==> config.mk <==
export PLATFORM = sky130hd
export DESIGN_NAME = rsp_encoder
export DESIGN_NICKNAME = d
export VERILOG_FILES = /design/src/rtl/rsp_encoder.sv
export SDC_FILE = /design/constraint.sdc
export NUM_CORES = 1
export LEC_CHECK = 0
export BUFFER_PORTS_ARGS = -buffer_cell sky130_fd_sc_hd__buf_2
export CAP_MARGIN = 10
export CORE_MARGIN = 1
export CORE_UTILIZATION = 50
export DETAILED_ROUTE_END_ITERATION = 7
export PLACE_DENSITY = 0.66
export SYNTH_ARGS = -nofsm -noshare
export SYNTH_HDL_FRONTEND = slang
export SYNTH_SLANG_ARGS = --single-unit
==> constraint.sdc <==
create_clock -name clk -period 12.3 [get_ports clk]
set_input_delay 2.46 -clock clk [delete_from_list [all_inputs] [get_ports clk]]
set_output_delay 2.46 -clock clk [all_outputs]
set_load 0.01 [all_outputs]
==> src/rtl/rsp_encoder.sv <==
// rsp_encoder: round-robin, store-and-forward framer that turns channel messages into
// PREFIX/ADDR/SRC/LEN/DATA/CRC byte frames. Define RSP_ENC_TIMEOUT_EN to close stalled messages.
module rsp_encoder #(
  parameter int N_CH    = 5,
  parameter int MAX_LEN = 64,
  parameter logic [7:0] PREFIX = 8'hA5,
  parameter logic [7:0] ADDR = 8'h3C,
  parameter int TIMEOUT = 48000
) (
  input  logic              clk,
  input  logic              rst,
  input  logic [N_CH*8-1:0] ch_data,
  input  logic [N_CH-1:0]   ch_valid,
  input  logic [N_CH-1:0]   ch_last,
  output logic [N_CH-1:0]   ch_ready,
  output logic [7:0]        tx_data,
  output logic              tx_valid,
  input  logic              tx_ready,
  output logic              busy,
  output logic [2:0]        cur_ch
);

  localparam int         AW        = (MAX_LEN > 1) ? $clog2(MAX_LEN) : 1;
  localparam logic [7:0] MAX_LEN_B = 8'(MAX_LEN);

  if (N_CH < 1 || N_CH > 8 || MAX_LEN < 1 || MAX_LEN > 255 || TIMEOUT < 1) begin : g_bad_param
    $error("rsp_encoder: parameter out of range");
  end

  typedef enum logic [2:0] {
    S_IDLE,
    S_COLLECT,
    S_PREFIX,
    S_ADDR,
    S_SRC,
    S_LEN,
    S_DATA,
    S_CRC
  } state_t;

  state_t      state_q, state_d;
  logic [2:0]  cur_ch_q, cur_ch_d;
  logic [2:0]  rr_ptr_q, rr_ptr_d;
  logic [7:0]  cnt_q, cnt_d;
  logic [7:0]  crc_q, crc_d;
  logic [7:0]  nxt_q, nxt_d;
  logic [7:0]  tx_data_q, tx_data_d;
  logic        tx_valid_q, tx_valid_d;

  logic [7:0]  mem [MAX_LEN];
  logic [7:0]  rd_q;
  logic [AW-1:0] wr_addr;
  logic [AW-1:0] rd_addr;

  logic [2:0]  pick_hi, pick_lo, pick;
  logic        hit_hi, hit_lo;
  logic [7:0]  sel_byte;
  logic        sel_valid;
  logic        sel_last;
  logic        acc;
  logic        tx_fire;
  logic        close_frame;

  // Round-robin pick: lowest valid channel above rr_ptr, else lowest valid overall.
  always_comb begin
    pick_hi = '0;
    pick_lo = '0;
    hit_hi  = 1'b0;
    hit_lo  = 1'b0;
    for (int i = N_CH - 1; i >= 0; i--) begin
      if (ch_valid[i]) begin
        pick_lo = 3'(i);
        hit_lo  = 1'b1;
        if (3'(i) > rr_ptr_q) begin
          pick_hi = 3'(i);
          hit_hi  = 1'b1;
        end
      end
    end
    pick = hit_hi ? pick_hi : pick_lo;
  end

  always_comb begin
    sel_byte  = '0;
    sel_valid = 1'b0;
    sel_last  = 1'b0;
    for (int i = 0; i < N_CH; i++) begin
      if (cur_ch_q == 3'(i)) begin
        sel_byte  = ch_data[8*i +: 8];
        sel_valid = ch_valid[i];
        sel_last  = ch_last[i];
      end
    end
  end

  for (genvar gi = 0; gi < N_CH; gi++) begin : g_rdy
    assign ch_ready[gi] = (state_q == S_COLLECT) && (cur_ch_q == 3'(gi)) && (cnt_q < MAX_LEN_B);
  end

  assign acc     = sel_valid && (state_q == S_COLLECT) && (cnt_q < MAX_LEN_B);
  assign tx_fire = tx_valid_q && tx_ready;

  // rd_q always holds mem[nxt_q], so the next data byte is ready on any transfer.
  assign wr_addr = AW'(cnt_q);
  assign rd_addr = (nxt_d < MAX_LEN_B) ? AW'(nxt_d) : '0;

  always_ff @(posedge clk) begin
    if (acc) begin
      mem[wr_addr] <= sel_byte;
    end
    rd_q <= mem[rd_addr];
  end

`ifdef RSP_ENC_TIMEOUT_EN
  localparam int TW = (TIMEOUT > 1) ? $clog2(TIMEOUT) : 1;
  localparam logic [TW-1:0] TO_LAST = TW'(TIMEOUT - 1);

  logic [TW-1:0] to_q, to_d;

  always_ff @(posedge clk or negedge rst) begin
    if (!rst) begin
      to_q <= '0;
    end else begin
      to_q <= to_d;
    end
  end
`endif

  always_comb begin
    state_d     = state_q;
    cur_ch_d    = cur_ch_q;
    rr_ptr_d    = rr_ptr_q;
    cnt_d       = cnt_q;
    crc_d       = crc_q;
    nxt_d       = nxt_q;
    tx_data_d   = tx_data_q;
    tx_valid_d  = tx_valid_q;
    close_frame = 1'b0;
`ifdef RSP_ENC_TIMEOUT_EN
    to_d        = to_q;
`endif

    case (state_q)
      S_IDLE: begin
        nxt_d = '0;
        if (hit_lo) begin
          cur_ch_d = pick;
          rr_ptr_d = pick;
          cnt_d    = '0;
          crc_d    = '0;
          state_d  = S_COLLECT;
`ifdef RSP_ENC_TIMEOUT_EN
          to_d     = '0;
`endif
        end
      end

      S_COLLECT: begin
        if (acc) begin
          cnt_d = cnt_q + 8'd1;
          crc_d = crc_q + sel_byte;
          if (sel_last || (cnt_q + 8'd1 == MAX_LEN_B)) begin
            close_frame = 1'b1;
          end
`ifdef RSP_ENC_TIMEOUT_EN
          to_d = '0;
        end else if (to_q == TO_LAST) begin
          // An empty stalled message is abandoned; rr_ptr already moved past it.
          if (cnt_q != 8'd0) begin
            close_frame = 1'b1;
          end else begin
            state_d = S_IDLE;
          end
        end else begin
          to_d = to_q + 1'b1;
`endif
        end
        if (close_frame) begin
          state_d    = S_PREFIX;
          tx_valid_d = 1'b1;
          tx_data_d  = PREFIX;
        end
      end

      S_PREFIX: begin
        if (tx_fire) begin
          tx_data_d = ADDR;
          state_d   = S_ADDR;
        end
      end

      S_ADDR: begin
        if (tx_fire) begin
          tx_data_d = {5'b0, cur_ch_q};
          state_d   = S_SRC;
        end
      end

      S_SRC: begin
        if (tx_fire) begin
          tx_data_d = cnt_q;
          state_d   = S_LEN;
        end
      end

      S_LEN: begin
        if (tx_fire) begin
          tx_data_d = rd_q;
          nxt_d     = 8'd1;
          state_d   = S_DATA;
        end
      end

      S_DATA: begin
        if (tx_fire) begin
          if (nxt_q == cnt_q) begin
            tx_data_d = crc_q;
            state_d   = S_CRC;
          end else begin
            tx_data_d = rd_q;
            nxt_d     = nxt_q + 8'd1;
          end
        end
      end

      S_CRC: begin
        if (tx_fire) begin
          tx_valid_d = 1'b0;
          tx_data_d  = '0;
          state_d    = S_IDLE;
        end
      end

      default: begin
        state_d = S_IDLE;
      end
    endcase
  end

  always_ff @(posedge clk or negedge rst) begin
    if (!rst) begin
      state_q    <= S_IDLE;
      cur_ch_q   <= '0;
      rr_ptr_q   <= 3'(N_CH - 1);
      cnt_q      <= '0;
      crc_q      <= '0;
      nxt_q      <= '0;
      tx_data_q  <= '0;
      tx_valid_q <= 1'b0;
    end else begin
      state_q    <= state_d;
      cur_ch_q   <= cur_ch_d;
      rr_ptr_q   <= rr_ptr_d;
      cnt_q      <= cnt_d;
      crc_q      <= crc_d;
      nxt_q      <= nxt_d;
      tx_data_q  <= tx_data_d;
      tx_valid_q <= tx_valid_d;
    end
  end

  assign tx_data  = tx_data_q;
  assign tx_valid = tx_valid_q;
  assign busy     = (state_q != S_IDLE);
  assign cur_ch   = cur_ch_q;

endmodule

==> summary by stage, run 1 <==
STA
The worst pin sits at a relative slew slack of 24.7%. The final setup skew is 9.59 ps. The post-route minimum period is 6500 ps.

The final-report hold violation count came to 0. The worst path uses 52.8% of the clock period. The final setup violation count is 0. Setup repair after global routing left no endpoint under its margin. The transition at the pin with the smallest max-transition slack is between 1000 and 1500 ps. The highest attainable clock frequency is approximately 150 MHz.

The number of pins with negative max-slew slack in the final report is 0. Across all hold checks on the routed design, the worst slack comes to 493 ps. Setup total negative slack on the finished layout was measured at 0 ps.

Synth
The post-synthesis sequential area ratio is 68.8%. The async set or reset register ratio after synthesis is 7.14%. The count of state elements after synthesis is 560.

Each instance of the synthesized netlist takes up on average ~13 um^2. The number of enable-type register cells in the synthesized netlist is just over 500. The count of synthesis-stage warnings from yosys is 0. After synthesis, the netlist uses between 80 and 90 different library cells. The number of nets in the synthesized netlist is approximately 1900. Counting every instance in the synthesized netlist gives 1823. The post-synthesis instance area is between 20000 and 25000 um^2. The most used flip-flop cell after synthesis is edfxtp_1.

Floorplan
For this configuration, the core starts out at a cell density of 51.2%. The floorplan step defined a core boundary enclosing 47000 um^2. The number of top-level pins is 71. After floorplanning, the core was divided into 79 placement rows.

Measured along the y axis, the die boundary spans 221 um. The horizontal die dimension is 221 um. The area of the die is 49000 um^2.

Global routing
The met2 track utilization from global routing is 42.7%. The total congestion overflow is 0. The number of antenna violations at the first check in global routing came to 1. For met1 alone, demand over resource in global routing was 38.3%.

The met3 routing resource usage after global routing is 6.17%. The most utilized layer in the global route result is met2. Across every metal layer, demand over resource in global routing totals 27.5%. The global-route wire length before repair is between 100000 and 150000 um. The via count of the first global-routing pass is 15600.

Entering global routing, the biggest net connects 70 pins.

Power and ir drop
Power spread over the standard cell area amounts to roughly 200 nW/um^2. The switching power as a share of total power is 31.8%. The cell leakage power is 9.02 nW. The clock network fraction of design power is 30.0%. The internal power of the cells is 3.66 mW. Combinational logic is responsible for between 20% and 30% of the overall power. Across the VDD grid, the largest voltage drop is 166 uV. The relative contribution of sequential cells to total power is 48.1%. The analysis attributes to net switching a power of about 1.7 mW.

CTS
After clock tree synthesis, the setup repair step added 0 buffers. The number of buffers on the longest clock path is 3. Buffers inserted during clock tree synthesis total 56. The cell sitting at the root of the clock tree is a clkbuf_16. The CTS tree is yes.

Once the clock tree was built, the resizer swapped 0 gates to a different size. The clock reaches the later pin of the worst-skew pair after 600 ps. Clock-pin slew was measured on the worst setup and hold paths at 60 ps. After clock tree synthesis, the flow added hold-fix buffers numbering 0.

The tree built by TritonCTS fans out to 560 sinks. The count of H-tree levels built during CTS is 2.

Worst setup path
The sort of element at the start of the critical path is a primary input. In this run the register-to-register setup slack is 6830 ps. The critical path is of the in2reg type. The type of destination of the critical path is a flop.

The highest-delay cell along the critical path is a2111oi_0. Along the worst path, the maximum fanout reaches 69. The arrival time at the worst endpoint is 6950 ps. The critical path goes through buf_2, and2_1, nor2_1, nor4_1, nand3_4, inv_2, buf_4, nand3_2, buf_4, mux2_2, o21ai_0, o21ai_0, a2111oi_0, o32ai_1.

The largest stage delay on the critical path is between 800 and 900 ps. The required time of the worst setup path is 12750 ps.

Final layout
The area of the multi-input gates is 6900 um^2. The area taken by flip-flops and latches is 16500 um^2. The synthesis-to-finish area growth is 10.6%.

The number of nets in the layout is 1928. The count of filler cells inserted in the layout is between 3000 and 4000. The count of antenna diodes in the layout is 0. The layout cell share with drive strength beyond 1 is about 13%. The final instance area is roughly 27000 um^2. Once layout is complete, the utilization of the core stands at 56.7%.

Min path
The type of the most critical hold path is reg2reg.

Route
Before antenna repair, the detailed router went through 5 iterations. The via-per-instance ratio is 6.37. The detailed router finished its first iteration with 2063 violations. For this block, the via count after detailed routing is ~16000.

For this block, the routed nets add up to 67000 um of wire. In the final routed layout, each cell accounts on average for 26.6 um. In this run the remaining antenna-violating nets after routing total 0. For this run, design rule violations remaining after detail routing come to 0.

Placed design
The wire-length estimate of the detail-placed layout is between 40000 and 50000 um. The count of input and output buffers is 70. Summing all placed instances gives a cell area of 24900 um^2. Routability-driven placement finished with a final weighted congestion of just over 0.9.

Status
The flow ran to the end, and the final reports show no timing, DRC or antenna violations.

Job
Across the run, the number of max-cap violations was 0.
-- worst paths after layout --
| path | start | to | cells past startpoint |
|---|---|---|---|
| max | tx_ready | rd_q[1] | 14 |
| min | crc_q[7] | crc_q[7] | 1 |
| max reg2reg | cnt_q[0] | rd_q[1] | 13 |
| min reg2reg | crc_q[7] | crc_q[7] | 1 |
| max in group asynchronous | rst | tx_data[7] | 1 |
| min in group asynchronous | rst | cur_ch[1] | 1 |
-- per-layer routing --
metal | up-vias | wire (um)
met5 | - | 0
met4 | 0 | 2200
met3 | 128 | 7240
met2 | 953 | 30500
met1 | 7910 | 27000
li1 | 7031 | -
-- cell usage after synthesis (19+ instances only) --
library cell / instances / area, um^2
mux2_2: 22 / 248
buf_2: 41 / 205
nand3_1: 76 / 380
a211oi_1: 19 / 143
a21oi_1: 79 / 395
clkbuf_1: 43 / 161
nor2_1: 133 / 499
nand2_1: 298 / 1120
a31oi_1: 26 / 163
mux2i_1: 66 / 661
o21ai_0: 55 / 275
dfrtp_1: 39 / 976
edfxtp_1: 512 / 15400
inv_1: 24 / 90.1
nor3_1: 20 / 100
o22ai_1: 32 / 200
-- cell families after synthesis --
family	after synthesis	synth area share, %
buf+inv	146	3.02
fa+ha+maj	11	0.604
simple gates	629	11.8
flops	560	68.8
compound gates	363	10.5
mux	97	4.62
xor+xnor	17	0.619
-- sequential cells by signal (all words and copies together), names as in the netlist --
signal,flops
nxt_q,8
rd_q,8
state_q,3
tx_valid,1
crc_q,8
rr_ptr_q,1
tx_data,8
cnt_q,8
mem,512
cur_ch,3
-- final cells by class --
class	count	area share, %
inverters	28	0.423
multi-input cells	1117	25.9
well taps	607	2.85
repair buffers	101	2.19
flip-flops and latches	560	62.2
clock buffers	74	5.60
clock inverters	30	0.823
-- power by group through the flow --
stage / sequential [mW] / clock [mW] / combinational (mW)
global placement: 2.62 / 0 / 1.14
global route: 2.60 / 1.70 / 1.26
CTS: 2.58 / 1.63 / 1.16
detailed placement: 2.62 / 0 / 1.16
finish: 2.58 / 1.61 / 1.18
floorplan: 2.58 / 0 / 0.734
-- worst max-delay path, delay by kind of cell --
| family | cells | cell delay (ps) |
|---|---|---|
| simple gates | 5 | 1350 |
| buf+inv | 4 | 1350 |
| mux | 1 | 360 |
| compound gates | 4 | 1330 |
-- per-stage QoR --
stage	power (mW)	cells	setup WS, ps
6_report	5.37	2517	5800
5_1_grt	5.56	2517	5470
4_1_cts	5.37	2516	5910
3_5_place_dp	3.78	2412	5320
3_3_place_gp	3.75	2412	5290
2_1_floorplan	3.32	1823	5010
-- cell usage in the layout (no fill, tap or decap), types with 13 or more instances in the layout --
cell         n
mux2_2      22
dfrtp_1     39
clkbuf_16   57
a221oi_1    16
inv_1       22
o22ai_1     32
buf_2       70
mux2i_1     66
clkinv_1    13
nor3_1      20
o21ai_0     48
edfxtp_1   512
nor4_1      14
a21oi_1     78
clkbuf_1    17
nand3_1     74
nor2_1     133
a211oi_1    19
nand2_1    298
buf_4       31
a31oi_1     26
Power figures use the tool's default switching activity.
==> run 2: changes to the inputs <==
- ABC_AREA: default -> 1
- PLACE_DENSITY: 0.66 -> 0.69
- clock period: 12.3 -> 5.33 ns (I/O delays scaled with it)
==> summary by stage, run 2 <==
Status
The run finished with clean final reports.

Synth
By count the netlist is led by 512 x edfxtp_1, 404 x nand3_1, 347 x nor2_1. The number of enable-type register cells in the synthesized netlist was 512 (unchanged). The post-synthesis sequential area ratio is 64.1% (-4.7 points). The cell type with the highest aggregate area in the netlist is edfxtp_1. The count of synthesis-stage warnings from yosys came to 0 (unchanged). The net count after synthesis is 2527 (+34%). The async set or reset register ratio after synthesis is 7.14% (unchanged).

The area fraction of the dominant cell type after synthesis came to 59.6% (-4.3 points). By instance count, the leading cell after synthesis is edfxtp_1. The count of state elements after synthesis is 560 (unchanged).

The gate count after technology mapping came to 2463 (+35%). Ranked by total cell area, the synthesized netlist is headed by edfxtp_1 60%, nand3_1 7.8%, nor2_1 5.0%, nand2_1 4.8%, nand3b_1 4.5%. The number of distinct standard cells referenced by the synthesized netlist is 49 (-44%).

The main flop type after synthesis is edfxtp_1. The mean instance size in the synthesized netlist is 10.5 um^2 (-21%). The post-synthesis instance area is 25800 um^2 (+7.3%).

Floorplan
The area of the placeable core was 50500 um^2 (+7.5%). The initial core utilization is 51.1% (-0.11 points). The overall die height was 229 um (+3.5%). The area of the die is 52500 um^2 (+7.2%). The number of top-level pins was 71 (unchanged). The site row count is 82 (+3.8%). The horizontal die dimension was 229 um (+3.5%).

Power and ir drop
The clock network fraction of design power is 45.1% (+15 points). The total chip power was 8.66 mW (+61%). The logic gate share of total power is 0.4% (-21 points). The relative contribution of sequential cells to total power is 54.5% (+6.4 points). The power per standard cell area is 303 nW/um^2 (+50%). The internal power of the cells came to 6.98 mW (+91%). The cell leakage power is 10.6 nW (+18%). The peak supply drop is 286 uV (+72%). The switching power as a share of total power is 19.4% (-12 points). The net switching power is 1.68 mW (-1.6%).

CTS
The total of cells resized after clock tree synthesis is 0 (unchanged). The number of buffers on the longest clock path is 3 (unchanged). The CTS tree is yes.

In this run the clock root is driven by a clkbuf_16. The number of buffers inserted by post-CTS setup repair was 0 (unchanged). The count of H-tree levels built during CTS is 2 (unchanged). The clock transition at the registers of the reported paths is 60 ps (about the same). The clock sink total is 560 (unchanged).

The total CTS buffers was 56 (unchanged). The total of hold buffers inserted after clock tree synthesis was 0 (unchanged). The clock insertion delay at the later pin of the skew report is 620 ps (+20 ps).

Worst setup path
Among the stages of the critical path, the cell type that occurs most often is nand2_1. The total stage count of the critical path is 19 (+5). Tracing the worst setup path back leads to its startpoint at cnt_q[1]. The worst setup path is launched from a flop. Walking the worst path, the cells encountered are inv_4, nand2_1, nand2_1, nand2_1, nor2_1, nand2_2, nand3_1, nand2_1, nand2_1, nand2_8, buf_4, nand3_4, buf_12, o21ai_0, nand3_1, nand3_1, nand3_1, nand3_1, nand2_1.

The setup slack of the most critical reg-to-reg path is 1320 ps (-5510 ps). The required time of the worst setup path came to 5840 ps (-6910 ps). The type of destination of the critical path is a flop. The start of the worst register-to-register path is cnt_q[1]. The highest fanout seen on the critical path is 71 (+2.9%). The end of the critical path is rd_q[7]. The arrival time at the worst endpoint was 4520 ps (-2430 ps). In this design, the largest share of critical-path delay is due to simple AND/OR/NAND/NOR gates. The highest-delay cell along the critical path is dfrtp_1.

The end of the worst register-to-register path is rd_q[7]. The total buffers and inverters traversed by the critical path is 3 (-1). The largest stage delay on the critical path came to 660 ps (-210 ps). The class of the most critical setup path is reg2reg.

The number of cells on the worst reg-to-reg path is 19 (+6).

Final layout
Relative to the synthesized area, the layout overhead comes to 10.9%. The layout cell share with drive strength beyond 1 is 9.66% (-3.1 points). Counting flops per register, the top entry is mem. The number of nets in the layout is 2573 (+33%). The flip-flop count of the largest register after layout is 512 (unchanged).

The library cells used most frequently in the layout, excluding fill and tap cells, are 512 x edfxtp_1, 403 x nand3_1, 347 x nor2_1. The most common cell after layout, fill and taps aside is edfxtp_1. The count of antenna diodes in the layout is 0 (unchanged).

Global routing
The via count of the first global-routing pass was 17900 (+14%). The global-route wire length before repair is 105000 um (+4.5%). The pin count of the biggest net entering global routing is 176 (+150%). The total congestion overflow is 0 (unchanged). The number of antenna violations at the first check in global routing is 1 (unchanged). The all-layer global routing usage came to 26.1% (-1.4 points).

STA
The transition at the pin with the smallest max-transition slack is 983 ps (-137 ps). The final-report hold violation count is 0 (unchanged). The worst path uses 75.3% of the clock period. The routed design could run at a clock period as short as 4010 ps.

Static timing analysis puts the maximum clock frequency at 249 MHz. The headroom to the max-slew limit came to 34.4% (+9.7 points). The setup TNS came to 0 ps (unchanged). The final setup skew came to 13.9 ps (+4.26 ps). The final hold slack is 525 ps (+32.0 ps). The final setup violation count is 0 (unchanged). The number of pins with negative max-slew slack in the final report was 0 (unchanged). Setup repair after global routing left no endpoint under its margin.

Job
The max-capacitance violation count is 0 (unchanged).

Route
The post-route antenna net violation count is 0 (unchanged). The number of optimization iterations in the first detailed-route pass is 5 (unchanged). The total detailed-routing wirelength is 68800 um (+2.7%). The via-per-instance ratio is 5.76 (-9.6%). The initial detailed-routing violation count came to 2256 (+9.4%). The average wire length per cell after detail routing is 21.3 um (-20%). The DRC violations left is 0 (unchanged). The total vias in the final route is 18600 (+16%).

Placed design
The detailed placer's ending HPWL came to 40500 um (-0.39%). The routability congestion estimate is 0.936 (+2.4%). The count of input and output buffers is 70 (unchanged).

Min path
In this run the worst hold path is classified as reg2reg.
[run 2: per-stage QoR]
step	utilization [%]	std cells	instance area (um^2)	setup slack (ps)
detailed placement	53.1	3123	26800	1060
CTS	56.7	3228	28600	1440
global route	56.7	3228	28600	1140
global placement	53.1	3123	26800	1100
finish	56.7	3228	28600	1320
floorplan	-	2463	25800	1410
[run 2: area by class of cell]
class / instances / area [um^2]
timing repair buffer: 135 / 938
clock buffer: 69 / 1510
sequential: 560 / 16500
fill: 4235 / 21900
clock inverter: 36 / 298
tap: 672 / 841
inverter: 262 / 991
multi-input combinational: 1494 / 7490
[run 2: cell families after synthesis]
group	Yosys count	synth area share, %
buffers and inverters	409	7.00
xor gates and xnor gates	16	0.543
and+or+nand+nor	1326	24.7
AOI/OAI and AO/OA	141	3.06
adders and majority gates	11	0.563
DFF	560	64.1
[run 2: worst min-delay path by stage]
stage	from	endpoint	slack (ps)	depth (start not counted)
5_1_grt	tx_data[3]	tx_data[3]	570	2
4_1_cts	tx_data[5]	tx_data[5]	530	2
2_1_floorplan	rr_ptr_q[2]	rr_ptr_q[2]	500	2
3_3_place_gp	tx_data[6]	tx_data[6]	510	2
3_5_place_dp	tx_data[5]	tx_data[5]	520	2
6_report	tx_data[5]	tx_data[5]	530	2
[run 2: power groups by stage]
stage	sequential [mW]	clock [mW]	combinational [mW]
floorplan	4.82	0	0.00435
global placement	4.82	0	0.0304
detailed placement	4.82	0	0.0312
CTS	4.72	3.94	0.0314
global route	4.72	4.11	0.0350
finish	4.72	3.91	0.0312
[run 2: routing by layer]
| metal | share of wire, % | track usage [%] |
|---|---|---|
| met5 | 0 | 0 |
| met4 | 3.1 | 8.44 |
| met3 | 8.8 | 5.44 |
| met2 | 47 | 42.0 |
| met1 | 41 | 35.5 |
[run 2: tightest hold or removal path, stage by stage, from the launching register on]
cell     delay [ps]
dfrtp_1         370
inv_1            50
o21ai_1          60
==> run 3: changes to the inputs <==
- ABC_AREA: 1 -> 0
- clock period: 5.33 -> 3.6 ns (I/O delays scaled with it)
==> summary by stage, run 3 (same netlist as run 1, synthesis figures left out) <==
Placed design
The detailed placer's ending HPWL is 45800 um (+13%). The count of input and output buffers came to 70 (unchanged). The post-place instance area is 26500 um^2 (-1.1%). The routability congestion estimate is 0.959 (+2.4%).

Global routing
The via count of the first global-routing pass is 16600 (-7.1%). The pin count of the biggest net entering global routing came to 65 (-63%). The all-layer global routing usage is 28.7% (+2.6 points).

The total congestion overflow was 0 (unchanged). The global-route wire length before repair is 105000 um (unchanged). The number of antenna violations at the first check in global routing is 1 (unchanged).

Route
The via-per-instance ratio was 6.25 (+8.5%). The DRC violations left came to 0 (unchanged). The number of optimization iterations in the first detailed-route pass is 8 (+3). The post-route antenna net violation count is 0 (unchanged).

The average wire length per cell after detail routing is 26.1 um (+23%). The total vias in the final route is 17100 (-8.1%). The total detailed-routing wirelength is 71500 um (+3.9%). The initial detailed-routing violation count was 2123 (-5.9%).

Final layout
The final instance area is 29200 um^2 (+1.9%). The library cells used most frequently in the layout, excluding fill and tap cells, are 512 x edfxtp_1, 296 x nand2_1, 206 x buf_4. From synthesis to final layout, the design area changed by 21.3%. The flip-flop count of the largest register after layout is 512 (unchanged).

Leaving out fill and tap cells, the most frequent cell in the layout is edfxtp_1. mem holds more flip-flops than any other register. The final core utilization was 62.1% (+5.4 points). The layout cell share with drive strength beyond 1 is 24.0% (+14 points).

The number of nets in the layout is 2144 (-17%).

STA
The setup TNS came to 0 ps (unchanged). The post-route minimum period is 3520 ps (-491 ps). The highest attainable clock frequency is 284 MHz (+14%). The transition at the pin with the smallest max-transition slack is 1130 ps (+150 ps). The number of pins with negative max-slew slack in the final report is 0 (unchanged). The final setup skew came to 17.6 ps (+3.70 ps). The final setup violation count is 0 (unchanged).

Setup repair after global routing could not meet its margin everywhere. The final period utilization came to 97.9% (+23 points). The headroom to the max-slew limit is 24.3% (-10 points). The final-report hold violation count came to 0 (unchanged).

Power and ir drop
The cell leakage power is 10.4 nW (-2.4%). The total chip power came to 20.1 mW (+130%). The peak supply drop is 485 uV (+70%). The power per standard cell area was 688 nW/um^2 (+130%).

CTS
CTS placed an instance of clkbuf_16 at the clock tree root. The clock sink total is 560 (unchanged). The CTS tree is yes.

The clock transition at the registers of the reported paths is 70 ps (about the same). The count of H-tree levels built during CTS is 2 (unchanged). The clock insertion delay at the later pin of the skew report is 630 ps (about the same). The total of hold buffers inserted after clock tree synthesis is 0 (unchanged). The total CTS buffers is 58 (+3.6%).

The number of buffers on the longest clock path is 3 (unchanged).

Worst setup path
The worst setup path is launched from a flop. The number of cells on the worst reg-to-reg path is 15 (-4). The class of the most critical setup path is reg2reg.

The required time of the worst setup path came to 4100 ps (-1740 ps). The arrival time at the worst endpoint is 4020 ps (-500 ps). The highest fanout seen on the critical path is 8 (-89%). STA classifies the critical path endpoint as a flop.

Status
The flow ran to the end, and the final reports show no timing, DRC or antenna violations.

Floorplan
The horizontal die dimension is 221 um (-3.4%). The number of top-level pins is 71 (unchanged). The area of the die is 49000 um^2 (-6.7%). The overall die height is 221 um (-3.4%).

The site row count is 79 (-3.7%). The area of the placeable core came to 47000 um^2 (-7.0%). The initial core utilization is 51.2% (+0.11 points).

Min path
In this run the worst hold path is classified as in2async.

Job
The max-capacitance violation count was 0 (unchanged).
==> run 3: metal layers <==
metal / GRT usage (%) / wire [um]
met1: 38.6 / 28300
met4: 10.8 / 2520
met3: 5.99 / 7130
met5: 0 / 0
met2: 46.0 / 33600
==> run 3: what timing repair did <==
item | 4_1_cts | 5_1_grt
pin swaps | 3 | 12
resized for setup | 10 | 61
gates cloned | 1 | 5
setup endpoints to repair | 5 | 8
setup buffers | 6 | 19
==> run 3: final timing paths <==
check	startpoint	endpoint	slack [ps]
max in group asynchronous	rst	state_q[0]	2700
worst min-delay path	rst	cur_ch[1]	240
worst max-delay path	nxt_q[5]	rd_q[4]	80
worst max register to register	nxt_q[5]	rd_q[4]	80
worst min register to register	crc_q[7]	crc_q[7]	490
min in group clk	ch_valid[4]	rr_ptr_q[2]	420
==> run 3: critical path, cell delays in order, from the launching register on <==
cell       delay [ps]
dfrtp_1           410
xor2_2            200
nor4_4            330
buf_6             160
a2111o_1          120
o211a_1           190
buf_6             140
inv_6              60
nor3_4            250
buf_6             190
clkbuf_16         190
mux2i_1           180
o22ai_1            90
or4_4             540
a31oi_4           230
o32ai_1           110
==> run 3: report_power, final <==
part	switching, mW	internal (mW)
combinational	3.46	1.67
clock	2.58	3.74
sequential	0.202	8.40
==> run 3: final cells by class <==
type | instances | area (um^2)
sequential | 560 | 16500
inverter | 28 | 118
multi-input combinational | 1117 | 7150
fill | 3518 | 17800
timing repair buffer | 315 | 2590
tap | 607 | 759
clock inverter | 38 | 474
antenna | 1 | 2.50
clock buffer | 69 | 1520
==> run 3: through the flow <==
stage | hold WS [ps] | setup WS (ps) | cells
after floorplan | 424 | 16.0 | 1823
after global placement | 486 | -293 | 2597
after detailed placement | 484 | -318 | 2597
after CTS | 260 | 14.5 | 2711
after global routing | 311 | -55.5 | 2735
final | 237 | 76.9 | 2735
